===== config.mk =====
export PLATFORM = sky130hd
export DESIGN_NAME = axi_master_bridge_flat
export DESIGN_NICKNAME = d
export VERILOG_FILES = /design/src/rtl/axi_master_bridge_if.sv /design/src/rtl/axi_master_bridge.sv /design/src/flat_wrapper.sv
export SDC_FILE = /design/constraint.sdc
export NUM_CORES = 1
export LEC_CHECK = 0
export ABC_AREA = 1
export ABC_CLOCK_PERIOD_IN_PS = 1500
export BUFFER_PORTS_ARGS = -buffer_cell sky130_fd_sc_hd__buf_2
export CAP_MARGIN = 20
export CORE_AREA = 2 2 124 126
export DETAILED_ROUTE_END_ITERATION = 8
export DIE_AREA = 0 0 126 128
export GPL_TIMING_DRIVEN = 0
export PLACE_DENSITY = 0.66
export REMOVE_ABC_BUFFERS = 1
export SLEW_MARGIN = 20
export SYNTH_ARGS = -nofsm -noshare
export SYNTH_HDL_FRONTEND = slang
export SYNTH_SLANG_ARGS = --single-unit
export TNS_END_PERCENT = 20

===== constraint.sdc =====
create_clock -name clk -period 1.5 [get_ports clk]
set_clock_uncertainty 0.1 [all_clocks]
set_input_delay 0.075 -clock clk [delete_from_list [all_inputs] [get_ports clk]]
set_output_delay 0.075 -clock clk [all_outputs]
set_load 0.01 [all_outputs]

===== src/rtl/axi_master_bridge_if.sv =====
// AXI4 master-side bus bundle (AR/R/AW/W/B) used by axi_master_bridge.
// The master modport is the bridge's view; slave is the memory side.
interface axi_master_bridge_if;
    logic [3:0]  arid;
    logic [31:0] araddr;
    logic [7:0]  arlen;
    logic [2:0]  arsize;
    logic [1:0]  arburst;
    logic        arvalid;
    logic        arready;

    logic [31:0] rdata;
    logic        rlast;
    logic        rvalid;
    logic        rready;

    logic [3:0]  awid;
    logic [31:0] awaddr;
    logic [7:0]  awlen;
    logic [2:0]  awsize;
    logic [1:0]  awburst;
    logic        awvalid;
    logic        awready;

    logic [31:0] wdata;
    logic [3:0]  wstrb;
    logic        wlast;
    logic        wvalid;
    logic        wready;

    logic        bvalid;
    logic [1:0]  bresp;
    logic        bready;

    modport master (
        output arid, araddr, arlen, arsize, arburst, arvalid,
        input  arready,
        input  rdata, rlast, rvalid,
        output rready,
        output awid, awaddr, awlen, awsize, awburst, awvalid,
        input  awready,
        output wdata, wstrb, wlast, wvalid,
        input  wready,
        input  bvalid, bresp,
        output bready
    );

    modport slave (
        input  arid, araddr, arlen, arsize, arburst, arvalid,
        output arready,
        output rdata, rlast, rvalid,
        input  rready,
        input  awid, awaddr, awlen, awsize, awburst, awvalid,
        output awready,
        input  wdata, wstrb, wlast, wvalid,
        output wready,
        output bvalid, bresp,
        input  bready
    );
endinterface


===== src/rtl/axi_master_bridge.sv =====
// Cache-to-AXI4 master bridge: each held cache request becomes one INCR burst,
// with independent read and write sequencers that may run concurrently.
//
// state  | meaning
// R_IDLE | waiting for cache_ren_i; latches address/length
// R_ADDR | arvalid asserted from latched registers
// R_DATA | rready asserted; rlast handshake ends the burst
// R_GAP  | one dead cycle so a stale request cannot relaunch
// W_IDLE | waiting for cache_wen_i; latches address/length, clears beat count
// W_ADDR | awvalid asserted from latched registers
// W_DATA | wvalid asserted; beat count drives wlast
// W_RESP | bready asserted; B handshake gives the final pulse
// W_GAP  | one dead cycle before accepting a new write
module axi_master_bridge #(
    parameter logic [3:0] RD_ID = 4'h0,
    parameter logic [3:0] WR_ID = 4'h1
) (
    input  logic        clk,
    input  logic        rst,
    input  logic        cache_ren_i,
    input  logic [31:0] cache_raddr_i,
    input  logic [3:0]  cache_rlen_i,
    output logic [31:0] rdata_o,
    output logic        rdata_valid_o,
    input  logic        cache_wen_i,
    input  logic [31:0] cache_waddr_i,
    input  logic [31:0] cache_wdata_i,
    input  logic [3:0]  cache_wlen_i,
    output logic        wdata_resp_o,
    axi_master_bridge_if.master axi
);

    typedef enum logic [1:0] {R_IDLE, R_ADDR, R_DATA, R_GAP} r_state_t;
    typedef enum logic [2:0] {W_IDLE, W_ADDR, W_DATA, W_RESP, W_GAP} w_state_t;

    r_state_t    r_state, r_state_nxt;
    logic        r_latch;
    logic [31:0] r_addr_q;
    logic [3:0]  r_len_q;

    w_state_t    w_state, w_state_nxt;
    logic        w_latch;
    logic [31:0] w_addr_q;
    logic [3:0]  w_len_q;
    logic [3:0]  w_cnt_q;
    logic        w_last;
    logic        w_hs;

    // ---------------- read sequencer ----------------
    always_ff @(posedge clk) begin
        if (rst) begin
            r_state  <= R_IDLE;
            r_addr_q <= '0;
            r_len_q  <= '0;
        end else begin
            r_state <= r_state_nxt;
            if (r_latch) begin
                r_addr_q <= cache_raddr_i;
                r_len_q  <= cache_rlen_i;
            end
        end
    end

    always_comb begin
        r_state_nxt = r_state;
        r_latch     = 1'b0;
        case (r_state)
            R_IDLE: begin
                if (cache_ren_i) begin
                    r_latch     = 1'b1;
                    r_state_nxt = R_ADDR;
                end
            end
            R_ADDR: if (axi.arready) r_state_nxt = R_DATA;
            // Burst end is taken from rlast alone; beats are not counted.
            R_DATA: if (axi.rvalid && axi.rlast) r_state_nxt = R_GAP;
            R_GAP:  r_state_nxt = R_IDLE;
            default: r_state_nxt = R_IDLE;
        endcase
    end

    assign axi.arid    = RD_ID;
    assign axi.araddr  = r_addr_q;
    assign axi.arlen   = {4'h0, r_len_q};
    assign axi.arsize  = 3'b010;
    assign axi.arburst = 2'b01;
    assign axi.arvalid = (r_state == R_ADDR);
    assign axi.rready  = (r_state == R_DATA);

    assign rdata_o       = axi.rdata;
    assign rdata_valid_o = !rst && (r_state == R_DATA) && axi.rvalid;

    // ---------------- write sequencer ----------------
    always_ff @(posedge clk) begin
        if (rst) begin
            w_state  <= W_IDLE;
            w_addr_q <= '0;
            w_len_q  <= '0;
            w_cnt_q  <= '0;
        end else begin
            w_state <= w_state_nxt;
            if (w_latch) begin
                w_addr_q <= cache_waddr_i;
                w_len_q  <= cache_wlen_i;
                w_cnt_q  <= '0;
            end else if (w_hs && !w_last) begin
                w_cnt_q <= w_cnt_q + 4'd1;
            end
        end
    end

    assign w_last = (w_state == W_DATA) && (w_cnt_q == w_len_q);
    assign w_hs   = (w_state == W_DATA) && axi.wready;

    always_comb begin
        w_state_nxt = w_state;
        w_latch     = 1'b0;
        case (w_state)
            W_IDLE: begin
                if (cache_wen_i) begin
                    w_latch     = 1'b1;
                    w_state_nxt = W_ADDR;
                end
            end
            W_ADDR: if (axi.awready) w_state_nxt = W_DATA;
            W_DATA: if (w_hs && w_last) w_state_nxt = W_RESP;
            W_RESP: if (axi.bvalid) w_state_nxt = W_GAP;
            W_GAP:  w_state_nxt = W_IDLE;
            default: w_state_nxt = W_IDLE;
        endcase
    end

    assign axi.awid    = WR_ID;
    assign axi.awaddr  = w_addr_q;
    assign axi.awlen   = {4'h0, w_len_q};
    assign axi.awsize  = 3'b010;
    assign axi.awburst = 2'b01;
    assign axi.awvalid = (w_state == W_ADDR);
    assign axi.wvalid  = (w_state == W_DATA);
    assign axi.wdata   = cache_wdata_i;
    assign axi.wstrb   = 4'hF;
    assign axi.wlast   = w_last;
    assign axi.bready  = (w_state == W_RESP);

    // The last data beat is acknowledged by the B response, not by the W handshake;
    // bresp is deliberately not inspected.
    assign wdata_resp_o = !rst && ((w_hs && !w_last) ||
                                   ((w_state == W_RESP) && axi.bvalid));

endmodule

===== src/flat_wrapper.sv =====
// flat-port wrapper written by rule: the top's interface ports become plain ports
module axi_master_bridge_flat 
#(
    parameter logic [3:0] RD_ID = 4'h0,
    parameter logic [3:0] WR_ID = 4'h1
)
  (clk, rst, cache_ren_i, cache_raddr_i, cache_rlen_i, rdata_o, rdata_valid_o, cache_wen_i, cache_waddr_i, cache_wdata_i, cache_wlen_i, wdata_resp_o, axi_arid, axi_araddr, axi_arlen, axi_arsize, axi_arburst, axi_arvalid, axi_arready, axi_rdata, axi_rlast, axi_rvalid, axi_rready, axi_awid, axi_awaddr, axi_awlen, axi_awsize, axi_awburst, axi_awvalid, axi_awready, axi_wdata, axi_wstrb, axi_wlast, axi_wvalid, axi_wready, axi_bvalid, axi_bresp, axi_bready);
  axi_master_bridge_if axi_i ();
  input  logic clk;
  input  logic rst;
  input  logic cache_ren_i;
  input  logic [31:0] cache_raddr_i;
  input  logic [3:0] cache_rlen_i;
  output logic [31:0] rdata_o;
  output logic rdata_valid_o;
  input  logic cache_wen_i;
  input  logic [31:0] cache_waddr_i;
  input  logic [31:0] cache_wdata_i;
  input  logic [3:0] cache_wlen_i;
  output logic wdata_resp_o;
  output wire logic [$bits(axi_i.arid)-1:0] axi_arid;
  output wire logic [$bits(axi_i.araddr)-1:0] axi_araddr;
  output wire logic [$bits(axi_i.arlen)-1:0] axi_arlen;
  output wire logic [$bits(axi_i.arsize)-1:0] axi_arsize;
  output wire logic [$bits(axi_i.arburst)-1:0] axi_arburst;
  output wire logic [$bits(axi_i.arvalid)-1:0] axi_arvalid;
  input wire logic [$bits(axi_i.arready)-1:0] axi_arready;
  input wire logic [$bits(axi_i.rdata)-1:0] axi_rdata;
  input wire logic [$bits(axi_i.rlast)-1:0] axi_rlast;
  input wire logic [$bits(axi_i.rvalid)-1:0] axi_rvalid;
  output wire logic [$bits(axi_i.rready)-1:0] axi_rready;
  output wire logic [$bits(axi_i.awid)-1:0] axi_awid;
  output wire logic [$bits(axi_i.awaddr)-1:0] axi_awaddr;
  output wire logic [$bits(axi_i.awlen)-1:0] axi_awlen;
  output wire logic [$bits(axi_i.awsize)-1:0] axi_awsize;
  output wire logic [$bits(axi_i.awburst)-1:0] axi_awburst;
  output wire logic [$bits(axi_i.awvalid)-1:0] axi_awvalid;
  input wire logic [$bits(axi_i.awready)-1:0] axi_awready;
  output wire logic [$bits(axi_i.wdata)-1:0] axi_wdata;
  output wire logic [$bits(axi_i.wstrb)-1:0] axi_wstrb;
  output wire logic [$bits(axi_i.wlast)-1:0] axi_wlast;
  output wire logic [$bits(axi_i.wvalid)-1:0] axi_wvalid;
  input wire logic [$bits(axi_i.wready)-1:0] axi_wready;
  input wire logic [$bits(axi_i.bvalid)-1:0] axi_bvalid;
  input wire logic [$bits(axi_i.bresp)-1:0] axi_bresp;
  output wire logic [$bits(axi_i.bready)-1:0] axi_bready;
  assign axi_arid = axi_i.arid;
  assign axi_araddr = axi_i.araddr;
  assign axi_arlen = axi_i.arlen;
  assign axi_arsize = axi_i.arsize;
  assign axi_arburst = axi_i.arburst;
  assign axi_arvalid = axi_i.arvalid;
  assign axi_i.arready = axi_arready;
  assign axi_i.rdata = axi_rdata;
  assign axi_i.rlast = axi_rlast;
  assign axi_i.rvalid = axi_rvalid;
  assign axi_rready = axi_i.rready;
  assign axi_awid = axi_i.awid;
  assign axi_awaddr = axi_i.awaddr;
  assign axi_awlen = axi_i.awlen;
  assign axi_awsize = axi_i.awsize;
  assign axi_awburst = axi_i.awburst;
  assign axi_awvalid = axi_i.awvalid;
  assign axi_i.awready = axi_awready;
  assign axi_wdata = axi_i.wdata;
  assign axi_wstrb = axi_i.wstrb;
  assign axi_wlast = axi_i.wlast;
  assign axi_wvalid = axi_i.wvalid;
  assign axi_i.wready = axi_wready;
  assign axi_i.bvalid = axi_bvalid;
  assign axi_i.bresp = axi_bresp;
  assign axi_bready = axi_i.bready;
  axi_master_bridge #(.RD_ID(RD_ID), .WR_ID(WR_ID)) u_core (.clk(clk), .rst(rst), .cache_ren_i(cache_ren_i), .cache_raddr_i(cache_raddr_i), .cache_rlen_i(cache_rlen_i), .rdata_o(rdata_o), .rdata_valid_o(rdata_valid_o), .cache_wen_i(cache_wen_i), .cache_waddr_i(cache_waddr_i), .cache_wdata_i(cache_wdata_i), .cache_wlen_i(cache_wlen_i), .wdata_resp_o(wdata_resp_o), .axi(axi_i));
endmodule

; Word level (Yosys, flattened, before mapping)
; Cells that the tools add are included.
[totals]
in_bits = 148
ramBits = 0
rom_bits = 0
elab_cells = 52
mem_count = 0
latch_bits = 0
out_inout_bits = 174
regBits = 81
[op_classes]
shift = 0
add_sub_neg = 1
reduce_logical = 17
n_div = 0
multipliers = 0
order_cmp = 0
n_eq_ne = 14
n_bitwise = 0
mux = 13
[op_table]
columns = operator, n
row1 = 3-bit 2-to-1 mux, 4
row2 = 3-bit one-hot mux with 4 select lines, 1
row3 = 1-bit logical AND, 9
row4 = "2-bit by 1-bit != test with 1-bit output, second input constant", 4
row5 = 2-bit one-hot mux with 4 select lines, 1
row6 = "3-bit by 2-bit equality test with 1-bit output, second input constant", 2
row7 = 2-bit 2-to-1 mux, 3
row8 = "2-bit != test, second input constant", 3
row9 = "4-bit by 1-bit adder with 4-bit output, second input constant", 1
row10 = "2-bit equality test, second input constant", 2
row11 = 4-bit equality test, 1
row12 = 1-bit 2-to-1 mux, 4
row13 = 4-bit AND reduction, 1
row14 = "3-bit by 1-bit equality test with 1-bit output, second input constant", 1
row15 = 3-bit zero test, 1
row16 = 3-bit AND reduction, 1
row17 = "2-bit by 1-bit equality test with 1-bit output, second input constant", 1
row18 = 1-bit zero test, 2
row19 = 2-bit zero test, 1
row20 = 2-bit OR reduction, 1
row21 = 1-bit logical OR, 1

; Depth between registers and ports, before layout
[logic_depth]
depth_word = 6
mapped_depth = 9
depth_no_buf = 9

; Worst setup path after synthesis
; OpenSTA, ideal clock, no wires.
[synth_path]
path_kind = register -> register
from = register u_core.r_state[0]
to = register u_core.r_addr_q[10], in the netlist u_core.axi.araddr[10]
synth_period_minus_slack_ps = 1496
path_buffers = 1
slack_ps = 4
t_required_ps = 1284
arrival_ps = 1280
setup_time_ps = 116
path_stages_with_launch = 8
path_cell_list = dfxtp_1 inv_1 ha_1 nand2_1 clkinv_1 buf_2 nor2_1 nor2_1
[synth_between]
elab_chain_cells = 2
[synth_rtl]
columns = element, line
row1 = start: declaration, axi_master_bridge.sv:36  ; r_state_t r_state, r_state_nxt;
row2 = start signal: assignment, axi_master_bridge.sv:56  ; r_state <= r_state_nxt;
row3 = 2-bit zero test, axi_master_bridge.sv:67  ; case (r_state)
row4 = 1-bit 2-to-1 mux, axi_master_bridge.sv:67
row5 = end signal: assignment, axi_master_bridge.sv:58  ; r_addr_q <= cache_raddr_i;
row6 = end: declaration, axi_master_bridge.sv:38  ; logic [31:0] r_addr_q;
; No other way between the ends.
; A chain may end at the register's enable or synchronous reset.

; Final worst setup path
[layout_path]
from = register u_core.w_state[0]
to = output port wdata_resp_o
[layout_between]
elab_chain_cells = 6
word_cells_on_any_way = 9
cone_classes = 2 x eq/ne / 7 x reduce/logical
[layout_rtl]
columns = element, line
row1 = start: declaration, axi_master_bridge.sv:41  ; w_state_t w_state, w_state_nxt;
row2 = start signal: assignment, axi_master_bridge.sv:101  ; w_state <= w_state_nxt;
row3 = 3-bit by 2-bit equality test with 1-bit output, "axi_master_bridge.sv:112, axi_master_bridge.sv:113"
row4 = 1-bit logical AND, axi_master_bridge.sv:112  ; assign w_last = (w_state == W_DATA) && (w_cnt_q == w_len_q);
row5 = 1-bit zero test, axi_master_bridge.sv:147  ; assign wdata_resp_o = !rst && ((w_hs && !w_last) ||
row6 = 1-bit logical AND, axi_master_bridge.sv:147
row7 = 1-bit logical OR *, axi_master_bridge.sv:147
row8 = 1-bit logical AND *, axi_master_bridge.sv:147
row9 = end: declaration, flat_wrapper.sv:20  ; output logic wdata_resp_o;
; Mark *: on every way between the ends. The rest lies on a longest branch, timed or not.

==> impl_results.md <==
* Fmax at ~0.63 GHz
* Total of flip-flops plus latches after synthesis at 81
* I/O pin count at roughly 320
* Cell depth of the worst flop-to-flop path at 11
* Worst supply voltage drop on vdd at between 0.6 and 0.7 mV
* Antenna violations before repair at 0
* Buffer depth of the longest clock path at 2
* Area of the die at about 16,000 µm²
* Clock-pin transition on the worst setup and hold timing paths at about 0.060 ns
* Internal power contribution at roughly 0.0057 W
* Drt drc at 0
* Ant diodes at 0
* Class of the most critical hold timing path: in -> out
* Global-route wire length before repair at between 20,000 and 30,000 µm
* Routed WL per cell at around 22 µm
* Max-capacitance violation count at 0
* Largest net degree at the start of global routing at 75
* Worst slack at placement at -1.13 ns
* Reg-to-reg critical path startpoint: u_core.w_cnt_q[0]$_SDFFE_PP0P_
* Final setup slack of the worst path at -0.0865 ns
* Post-Syn Instances at 502
* Routed Wire Length at 19,000 µm
* CTS tree: yes
* DP Cell Count at 766
* WP buf/inv at 1
* Starting utilization of the core area at 0.256
* Slew Viols, Final at 0
* Critical path data arrival time at 1.41 ns
* Final HPWL from detailed placement at around 14,000 µm
* Tightest slew margin relative to the limit at 0.536
* Total number of placement rows at 45
* Fraction of the mapped netlist area in adder cells at 0.0132
* Req. time, crit path at between 1 and 1.5 ns
* Iteration-0 DRC Markers at about 130
* Largest delay share family, worst path: simple AND/OR/NAND/NOR gates
* Critical Setup Path Class: reg -> out
* Proportion of power drawn by flip-flops and latches at 0.345
* Area growth syn-to-layout at 49.0%
* Cell area after synthesis at roughly 3800 µm²
* Worst-path cell chain: nor2_4, nand2_4, nor2_4, nand2_4, a21oi_2, buf_6
* Reported net switching power at 0.00332 W
* Die X at around 130 µm
* Die Y at 128 µm
* Area share of the largest cell type after synthesis at 0.426
* Reg-to-reg setup timing slack at -0.02 ns
* Synthesized-area fraction occupied by ao, oa, aoi and oai cells at 0.162
* Setup repair after global routing missed its margin: yes
* Slowest-stage cell, CP: sky130_fd_sc_hd__dfxtp_2
* Final Wtd Congestion at approximately 0.85
* Share of power burned in the clock network at 0.249
* Count of non-filler cells in the finished layout at slightly below 900
* Slew @ Worst Pin at 0.696 ns
* Synthesis warning total at 0
* Hold path startpoint: axi_rdata[31]
* Proportion of synthesized chip area in sequential cells at 0.426
* Leakage power at 2.70 nW
* Via count at roughly 3,700
* Endpoint of the worst register-to-register path: u_core.w_state[0]$_SDFFE_PP0P_
* Worst skew pair latency at around 0.34 ns
* Number of global-route vias before repair at approximately 3,500
* Dominant combinational cell family by area after synthesis: buffers and inverters
* Remaining global-route overflow at 0
* Buffer cell driving the clock tree root: sky130_fd_sc_hd__clkbuf_16
* Sinks on the clock net at between 80 and 90
* Post-Synth XOR/XNOR Area at 0.00230
* Fraction of final layout cells with drive strength greater than 1 at 0.360
* CTS H-tree lvls at 3
* Antenna violation net count after detailed routing at 0
* Net Sw Frac at 0.370
* Pwr Density at roughly 1600 nW/µm²
* Top fanout value on the critical path at 4
* Levels on crit path at 6
* Final-report hold violation count at 0
* Mux cell area share after synthesis at 0
* Average footprint of a synthesized cell at ~7.6 µm²
* Power share of the combinational group at 0.406
* Count of buffers from port buffering at ~160
* Time the worst path needs with I/O delays and setup at 1.59 ns
* Net count of the finished layout at 841
* Area fraction in and, or, nand and nor cells after synthesis at 0.130
* Violated checks: negative setup slack
* GRT Total Usage at 0.227
* Area contributors post-synth: sky130_fd_sc_hd__dfxtp_1 (43%), sky130_fd_sc_hd__buf_4 (19%), sky130_fd_sc_hd__o21ai_0 (9.7%), sky130_fd_sc_hd__nor2_1 (8.0%), sky130_fd_sc_hd__a21oi_1 (5.7%)
* Core outline area at around 15,000 µm²
* Outcome: finished with violations
* Largest stage delay on the critical path at ~0.34 ns
* Via/cell ratio at approximately 4.2
* Final setup violation count at 3
* Kind of start point of the critical path: register
* Hold depth at 0
* Critical path endpoint category: primary output
* Final cycle utilization of the critical path at 1.06
* Library cell with the largest summed area after synthesis: sky130_fd_sc_hd__dfxtp_1
* CTS Buf Count at 9
* Hold Path Sink: rdata_o[31]
* Count of unique library cells instantiated by Yosys at 27
* Total iterations of the first detailed-routing run at 5
## kinds of logic after synthesis
| logic type | after synthesis |
|---|---|
| other cells | 2 |
| xor+xnor | 1 |
| simple gates | 121 |
| buf+inv | 172 |
| compound gates | 121 |
| flops | 81 |
| fa+ha+maj | 4 |
## synthesized netlist by cell type
library cell               number
sky130_fd_sc_hd__buf_4         94
sky130_fd_sc_hd__dfxtp_1       81
sky130_fd_sc_hd__nor2_1        81
sky130_fd_sc_hd__o21ai_0       74
sky130_fd_sc_hd__inv_1         54
sky130_fd_sc_hd__a21oi_1       43
sky130_fd_sc_hd__nand2_1       26
sky130_fd_sc_hd__clkbuf_1      15
sky130_fd_sc_hd__buf_2          5
sky130_fd_sc_hd__nand3_1        5
sky130_fd_sc_hd__ha_1           4
sky130_fd_sc_hd__conb_1         2
sky130_fd_sc_hd__inv_2          2
sky130_fd_sc_hd__nand2_2        2
sky130_fd_sc_hd__nand3_2        2
sky130_fd_sc_hd__clkbuf_2       1
sky130_fd_sc_hd__clkinv_1       1
sky130_fd_sc_hd__nand3b_1       1
sky130_fd_sc_hd__nor2_2         1
sky130_fd_sc_hd__nor3_1         1
sky130_fd_sc_hd__nor3_2         1
sky130_fd_sc_hd__nor4_1         1
sky130_fd_sc_hd__o21ai_1        1
sky130_fd_sc_hd__o21bai_1       1
sky130_fd_sc_hd__o221ai_1       1
sky130_fd_sc_hd__o31a_1         1
sky130_fd_sc_hd__xor2_1         1
## per-stage QoR
step | total power [W] | hold WS, ns | utilization | TNS, ns | cell area (µm²)
6_report | 0.00897 | 0.0501 | 0.381 | -0.176 | 5670
4_1_cts | 0.00870 | 0.0501 | 0.370 | -0.280 | 5500
2_1_floorplan | 0.00458 | 0.0441 | - | -39.53 | 3120
3_5_place_dp | 0.00569 | 0.0501 | 0.282 | -51.73 | 4200
3_3_place_gp | 0.00561 | 0.0501 | 0.280 | -108.44 | 4160
5_1_grt | 0.00957 | 0.0501 | 0.381 | -0.499 | 5670
## cell type report
type                       instances  area [µm²]
fill                            1545        9200
timing repair buffer             259        1800
sequential                        81        1640
multi-input combinational        281        1460
clock buffer                      10         239
inverter                          57         236
tap                              188         235
clock inverter                     6        57.6
## cell usage in the layout (no fill, tap or decap), types with 2 or more instances in the layout
cell | Yosys | final
sky130_fd_sc_hd__ha_1 | 4 | 2
sky130_fd_sc_hd__inv_1 | 54 | 43
sky130_fd_sc_hd__nand3_4 | 0 | 5
sky130_fd_sc_hd__a21oi_1 | 43 | 42
sky130_fd_sc_hd__buf_12 | 0 | 3
sky130_fd_sc_hd__buf_6 | 0 | 6
sky130_fd_sc_hd__dfxtp_1 | 81 | 68
sky130_fd_sc_hd__dfxtp_2 | 0 | 11
sky130_fd_sc_hd__nor2_4 | 0 | 4
sky130_fd_sc_hd__buf_2 | 5 | 158
sky130_fd_sc_hd__ha_4 | 0 | 2
sky130_fd_sc_hd__nand3_1 | 5 | 5
sky130_fd_sc_hd__dlygate4sd3_1 | 0 | 76
sky130_fd_sc_hd__inv_2 | 2 | 9
sky130_fd_sc_hd__inv_4 | 0 | 4
sky130_fd_sc_hd__clkinv_2 | 0 | 4
sky130_fd_sc_hd__conb_1 | 2 | 30
sky130_fd_sc_hd__dfxtp_4 | 0 | 2
sky130_fd_sc_hd__o21ai_0 | 74 | 68
sky130_fd_sc_hd__clkbuf_16 | 0 | 9
sky130_fd_sc_hd__o21ai_1 | 1 | 7
sky130_fd_sc_hd__nand2_1 | 26 | 19
sky130_fd_sc_hd__buf_4 | 94 | 16
sky130_fd_sc_hd__nand2_4 | 0 | 4
sky130_fd_sc_hd__nor2_1 | 81 | 77
sky130_fd_sc_hd__nand2_2 | 2 | 6
## sequential cells by signal (all words and copies together) (netlist names)
signal             cells
u_core.axi.araddr     32
u_core.axi.awaddr     32
u_core.r_len_q         4
u_core.w_cnt_q         4
u_core.w_len_q         4
u_core.w_state         3
u_core.r_state         2
## repair_timing
item,in CTS,in global routing
pin swaps,8,13
hold buffers,76,0
gates resized for setup,39,38
buffers inserted,14,7
gates cloned,3,1
endpoints found under the setup margin,79,69
hold endpoints to repair,75,0
## metal layers
layer,wire length (µm),up-vias,track usage
met5,0,-,0
met4,495,0,0.0840
met3,4220,20,0.237
met2,9150,249,0.383
met1,5180,1629,0.170
li1,-,1842,-
## worst max-delay path by stage
| stage | start | endpoint | slack, ns |
|---|---|---|---|
| 3_5_place_dp | u_core.r_state[0]$_SDFFE_PP0P_ | u_core.axi.araddr[18]$_SDFFE_PP0P_ | -1.13 |
| 2_1_floorplan | u_core.r_state[0]$_SDFFE_PP0P_ | u_core.axi.araddr[0]$_SDFFE_PP0P_ | -0.77 |
| 6_report | u_core.w_state[0]$_SDFFE_PP0P_ | wdata_resp_o | -0.09 |
| 4_1_cts | u_core.w_cnt_q[1]$_SDFFE_PP0P_ | axi_wlast | -0.12 |
| 3_3_place_gp | u_core.r_state[0]$_SDFFE_PP0P_ | u_core.axi.araddr[30]$_SDFFE_PP0P_ | -1.92 |
| 5_1_grt | u_core.w_state[0]$_SDFFE_PP0P_ | wdata_resp_o | -0.15 |
## power by group through the flow
stage / sequential, W / combinational (W) / clock (W)
2_1_floorplan: 0.00333 / 0.00125 / 0
3_3_place_gp: 0.00306 / 0.00255 / 0
3_5_place_dp: 0.00307 / 0.00262 / 0
4_1_cts: 0.00305 / 0.00335 / 0.00230
5_1_grt: 0.00316 / 0.00402 / 0.00240
6_report: 0.00309 / 0.00364 / 0.00224
Power figures use the tool's default switching activity.
